===== src/rtl/prog_clkdiv_pkg.sv =====
// Shared constants and the duty-cycle helper for the programmable clock divider.
package prog_clkdiv_pkg;

    localparam int DIV_W_DEFAULT = 8;
    localparam int MIN_DIV       = 2;

    // Number of high cycles in one period: ceil(div/2), so odd divisors lean high.
    function automatic logic [31:0] hiCycles(input logic [31:0] div);
        return (div >> 1) + {31'b0, div[0]};
    endfunction

endpackage


===== src/rtl/clkdiv_channel.sv =====
// One divider channel: period counter, active/queued divisor, and registered clk/tick outputs.
module clkdiv_channel
    import prog_clkdiv_pkg::*;
#(
    parameter int DIV_W     = DIV_W_DEFAULT,
    parameter int RESET_DIV = 4
) (
    input  logic             clk_i,
    input  logic             rst_ni,
    input  logic             load_i,
    input  logic [DIV_W-1:0] div_i,
    output logic             clk_o,
    output logic             tick_o,
    output logic             pending_o
);

    localparam logic [DIV_W-1:0] MIN_DIV_V = DIV_W'(MIN_DIV);
    localparam logic [DIV_W-1:0] RST_DIV   = DIV_W'(RESET_DIV);
    localparam logic [DIV_W-1:0] RST_CNT   = (RESET_DIV >= MIN_DIV) ? DIV_W'(RESET_DIV - 1) : '0;

    logic [DIV_W-1:0] activeDiv_q, activeDiv_d;
    logic [DIV_W-1:0] newDiv_q, newDiv_d;
    logic [DIV_W-1:0] cnt_q, cnt_d;
    logic             clkOut_q, clkOut_d;
    logic             tick_q, tick_d;
    logic             pending_q, pending_d;

    logic [DIV_W-1:0] hi;
    logic [DIV_W-1:0] cntInc;
    logic [DIV_W-1:0] nextDiv;
    logic             enabled;
    logic             wrap;

    assign hi      = DIV_W'(hiCycles(32'(activeDiv_q)));
    assign cntInc  = cnt_q + DIV_W'(1);
    assign enabled = (activeDiv_q >= MIN_DIV_V);
    assign wrap    = (cnt_q == activeDiv_q - DIV_W'(1));
    assign nextDiv = pending_q ? newDiv_q : activeDiv_q;

    always_ff @(posedge clk_i or negedge rst_ni) begin
        if (!rst_ni) begin
            activeDiv_q <= RST_DIV;
            newDiv_q    <= '0;
            cnt_q       <= RST_CNT;
            clkOut_q    <= 1'b0;
            tick_q      <= 1'b0;
            pending_q   <= 1'b0;
        end else begin
            activeDiv_q <= activeDiv_d;
            newDiv_q    <= newDiv_d;
            cnt_q       <= cnt_d;
            clkOut_q    <= clkOut_d;
            tick_q      <= tick_d;
            pending_q   <= pending_d;
        end
    end

    // Divisor swaps only happen at a wrap (or straight away while disabled), so no phase is ever cut short.
    always_comb begin
        activeDiv_d = activeDiv_q;
        newDiv_d    = newDiv_q;
        cnt_d       = cnt_q;
        clkOut_d    = clkOut_q;
        tick_d      = 1'b0;
        pending_d   = pending_q;

        if (enabled) begin
            if (wrap) begin
                cnt_d = '0;
                if (pending_q) begin
                    activeDiv_d = newDiv_q;
                    pending_d   = 1'b0;
                end
                clkOut_d = (nextDiv >= MIN_DIV_V);
                tick_d   = (nextDiv >= MIN_DIV_V);
            end else begin
                cnt_d    = cntInc;
                clkOut_d = (cntInc < hi);
            end
        end else begin
            clkOut_d = 1'b0;
            cnt_d    = '0;
            if (pending_q) begin
                activeDiv_d = newDiv_q;
                pending_d   = 1'b0;
                cnt_d       = (newDiv_q >= MIN_DIV_V) ? newDiv_q - DIV_W'(1) : '0;
            end
        end

        // Loads are only granted while nothing is queued, so this never collides with an apply.
        if (load_i) begin
            newDiv_d  = div_i;
            pending_d = 1'b1;
        end
    end

    assign clk_o     = clkOut_q;
    assign tick_o    = tick_q;
    assign pending_o = pending_q;

endmodule


===== src/rtl/prog_clock_divider.sv =====
// Multi-channel programmable clock divider: config port decode plus NUM_CH independent channels.
module prog_clock_divider
    import prog_clkdiv_pkg::*;
#(
    parameter int  NUM_CH    = 4,
    parameter int  DIV_W     = DIV_W_DEFAULT,
    parameter int  RESET_DIV = 4,
    localparam int CH_W      = (NUM_CH > 1) ? $clog2(NUM_CH) : 1
) (
    input  logic              clk_in,
    input  logic              rst_n,
    input  logic              cfg_valid,
    output logic              cfg_ready,
    input  logic [CH_W-1:0]   cfg_ch,
    input  logic [DIV_W-1:0]  cfg_div,
    output logic [NUM_CH-1:0] clk_out,
    output logic [NUM_CH-1:0] tick,
    output logic [NUM_CH-1:0] pending
);

    logic              chReady;
    logic [NUM_CH-1:0] load;

    // Unmatched (out-of-range) channel indices leave ready high and load nothing, dropping the write.
    always_comb begin
        chReady = 1'b1;
        for (int i = 0; i < NUM_CH; i++) begin
            if (cfg_ch == CH_W'(i)) begin
                chReady = !pending[i];
            end
        end
    end

    assign cfg_ready = chReady;

    for (genvar g = 0; g < NUM_CH; g++) begin : gen_ch
        assign load[g] = cfg_valid && chReady && (cfg_ch == CH_W'(g));

        clkdiv_channel #(
            .DIV_W     (DIV_W),
            .RESET_DIV (RESET_DIV)
        ) u_ch (
            .clk_i     (clk_in),
            .rst_ni    (rst_n),
            .load_i    (load[g]),
            .div_i     (cfg_div),
            .clk_o     (clk_out[g]),
            .tick_o    (tick[g]),
            .pending_o (pending[g])
        );
    end

endmodule


===== config.mk =====
export PLATFORM = sky130hd
export DESIGN_NAME = prog_clock_divider
export DESIGN_NICKNAME = d
export VERILOG_FILES = /design/src/rtl/prog_clkdiv_pkg.sv /design/src/rtl/clkdiv_channel.sv /design/src/rtl/prog_clock_divider.sv
export SDC_FILE = /design/constraint.sdc
export NUM_CORES = 1
export LEC_CHECK = 0
export CAP_MARGIN = 20
export CORE_MARGIN = 5
export CORE_UTILIZATION = 60
export DETAILED_ROUTE_END_ITERATION = 8
export GPL_TIMING_DRIVEN = 0
export HOLD_SLACK_MARGIN = 0.06
export PLACE_DENSITY_LB_ADDON = 0.12
export SYNTH_ARGS = -nofsm -noshare
export SYNTH_HDL_FRONTEND = slang
export SYNTH_SLANG_ARGS = --single-unit
export TNS_END_PERCENT = 100

===== constraint.sdc =====
create_clock -name clk_in -period 6.15 [get_ports clk_in]
set_clock_uncertainty 0.15 [all_clocks]
set_input_delay 1.845 -clock clk_in [delete_from_list [all_inputs] [get_ports clk_in]]
set_output_delay 1.845 -clock clk_in [all_outputs]
set_load 0.02 [all_outputs]

==> results.json <==
{
  "path_common_cell": "clkdlybuf4s50_1",
  "rsz0062_at_grt": "false",
  "crit_slowest_cell": "clkdlybuf4s50_1",
  "post-route-util": 0.680,
  "num_rows": 40,
  "nets": 869,
  "clk_pin_slew_ns": 0.07,
  "critPathCaptureType": "primary output",
  "p_sw_mw": 1.90,
  "drtAntennaViolNets": 0,
  "crit_path_start_kind": "input pin",
  "placeableCoreArea_mm2": 0.0121,
  "finalSetupViolations": 0,
  "synthFlopType": "dfrtp_1",
  "avgSynthCellArea_um2": 9.72,
  "cts_buffer_depth": 2,
  "routedWlPerCell_um": 17.3,
  "post-route-period-util": 0.926,
  "viasPerCell": 5.94,
  "initialDrtViolationCount": 542,
  "fmax_ghz": 0.176,
  "leakage_nw": 3.60,
  "syn_nets": 832,
  "vias": 5782,
  "hold_depth": 1,
  "maxSlewViolCount": 0,
  "path_cells": "clkdlybuf4s50_1, mux4_2, inv_1, clkdlybuf4s50_1",
  "grt_antenna_before_repair": 0,
  "mostFrequentLayoutCells": "dfrtp_1, xnor2_1, nand2_1, ha_1, inv_1",
  "area_growth_pct": 10.6,
  "ys_types": 75,
  "reg2reg_slack_ns": 3.13,
  "netlist_instances": 763,
  "dp_hpwl_um": 12700,
  "hold_ws_ns": 0.327,
  "yosys_warnings": 0,
  "r2r-end": "gen_ch[1].u_ch.activeDiv_q[4]",
  "root_buffer": "clkbuf_16",
  "intPower_mw": 2.47,
  "power_density_mw_per_mm2": 533,
  "die_x_um": 121,
  "p_clk_frac": 0.135,
  "cp_max_fo": 5,
  "r2r_start": "gen_ch[1].u_ch.activeDiv_q[0]",
  "ctsHoldBuffers": 0,
  "hold_start": "gen_ch[0].u_ch.newDiv_q[0]",
  "period_needed_ns": 5.70,
  "pwr-share-seq": 0.329,
  "power_mw": 4.37,
  "hold_path.class": "flop to flop",
  "cts_tree": "built",
  "synth_edf_count": 0,
  "fin_area_mm2": 0.00821,
  "worstSkewPairLatency_ns": 0.35,
  "crit_buf_inv": 3,
  "synth_seq_cells": 108,
  "fin_cells": 973,
  "status": "finished, final reports clean",
  "rr_worst_depth": 8,
  "port-buffer-count": 25,
  "grt_usage": 0.237,
  "vdd_drop_max_v": 0.000301,
  "cts_inserted_buffers": 9,
  "gp_congestion": 0.925,
  "cts_setup_buffers": 0,
  "die_area_mm2": 0.0147,
  "placed_cells": 957,
  "dr.pass1.iters": 5,
  "first_global_vias": 5684,
  "required_ns": 4.16,
  "path_class": "input pin to primary output",
  "crit_path_max_incr_delay_ns": 0.60,
  "placed_area_mm2": 0.00790,
  "slew_headroom": 0.472,
  "ys_async_sr_fraction": 1.00,
  "diodes": 0,
  "max_cap_viol_count": 0,
  "clock_sinks": 108,
  "dieHeight_um": 121,
  "synth-seq-area-share": 0.366,
  "p_comb_frac": 0.536,
  "p_sw_frac": 0.435,
  "drcViolationCount": 0,
  "grt_pass1_wl_um": 28100,
  "cp.depth": 4,
  "crit_family": "buffers and inverters",
  "fill_cells": 935,
  "start_util": 0.615,
  "cts_resized": 0,
  "grt_overflow": 0,
  "whs_endpoint": "gen_ch[0].u_ch.cnt_q[0]",
  "arrival_ns": 3.70,
  "syn_area_mm2": 0.00742,
  "cts_max_level": 3,
  "final_common_cell": "dfrtp_1",
  "grt_start_max_net_pins": 63,
  "hold_violations": 0,
  "wirelength_um": 16800,
  "tightest_slew_ns": 0.788,
  "pin_count": 26,
  "drive_gt1_frac": 0.125
}
-- how the worst max path moves through the flow --
stage                                    end      start
6_report                           cfg_ready  cfg_ch[0]
5_1_grt                            cfg_ready  cfg_ch[0]
4_1_cts                            cfg_ready  cfg_ch[0]
3_5_place_dp                       cfg_ready  cfg_ch[0]
3_3_place_gp   gen_ch[0].u_ch.activeDiv_q[1]      rst_n
2_1_floorplan                      cfg_ready  cfg_ch[0]
-- Yosys cell counts, drive strengths merged (3+ instances only) --
master,count,area [µm²]
ha,56,701
nor2,38,155
dfrtp,96,2400
nor4b,4,50.1
and3,14,87.6
nor4,14,100
a211oi,5,37.5
nand4,4,25.0
xnor2,66,586
or4,6,52.6
o22ai,5,31.3
o221ai,4,41.3
a21oi,26,130
o21ai,36,199
o2bb2ai,22,193
o2111ai,6,52.6
a31oi,3,18.8
a21o,10,75.1
nand2b,8,50.1
inv,47,176
o211ai,7,52.6
nand2,62,235
buf,22,155
mux2,31,360
nor3,20,100
a221oi,3,26.3
xor2,38,333
nand3,43,215
mux2i,4,40.0
and2,5,32.5
dfstp,12,315
clkbuf,14,52.6
-- power by group through the flow --
| stage | Sequential [mW] | Clock (mW) | Combinational (mW) |
|---|---|---|---|
| floorplan | 1.33 | 0 | 1.81 |
| global placement | 1.43 | 0 | 2.23 |
| detailed placement | 1.44 | 0 | 2.30 |
| CTS | 1.43 | 0.598 | 2.32 |
| global route | 1.49 | 0.632 | 2.58 |
| finish | 1.44 | 0.590 | 2.34 |
-- per-layer routing --
metal,wire length [µm],track usage
met5,0,0
met3,832,0.0471
met1,7780,0.341
met4,234,0.0539
met2,7970,0.371
-- registers in the layout, summed over array words and instances, names as in the netlist --
register                 count
gen_ch.u_ch.activeDiv_q     32
gen_ch.u_ch.clk_o            4
gen_ch.u_ch.cnt_q           32
gen_ch.u_ch.newDiv_q        32
gen_ch.u_ch.pending_o        4
gen_ch.u_ch.tick_o           4
-- area by class of cell --
type                       count  area (µm²)  area share
tap                          168         210      0.0256
sequential                   108        2720       0.331
clock buffer                  10         239      0.0291
clock inverter                 6        63.8     0.00778
inverter                      47         176      0.0215
buffer                        36         208      0.0253
timing repair buffer          26         275      0.0335
multi-input combinational    572        4320       0.526
-- logic make-up after synthesis --
logic type | synth area share
adder cells (fa/ha/maj) | 0.0945
AND/OR/NAND/NOR | 0.162
flip-flops | 0.366
XOR/XNOR | 0.127
buffers and inverters | 0.0518
multiplexers | 0.0570
AO/OA/AOI/OAI | 0.142
-- per-stage QoR --
stage | setup TNS (ns) | setup WS, ns
after floorplan | 0 | 1.69
after CTS | 0 | 0.461
after global routing | 0 | 0.414
after detailed placement | 0 | 0.461
final | 0 | 0.455
after global placement | -94.00 | -0.987
(Power assumes the default switching activity.)
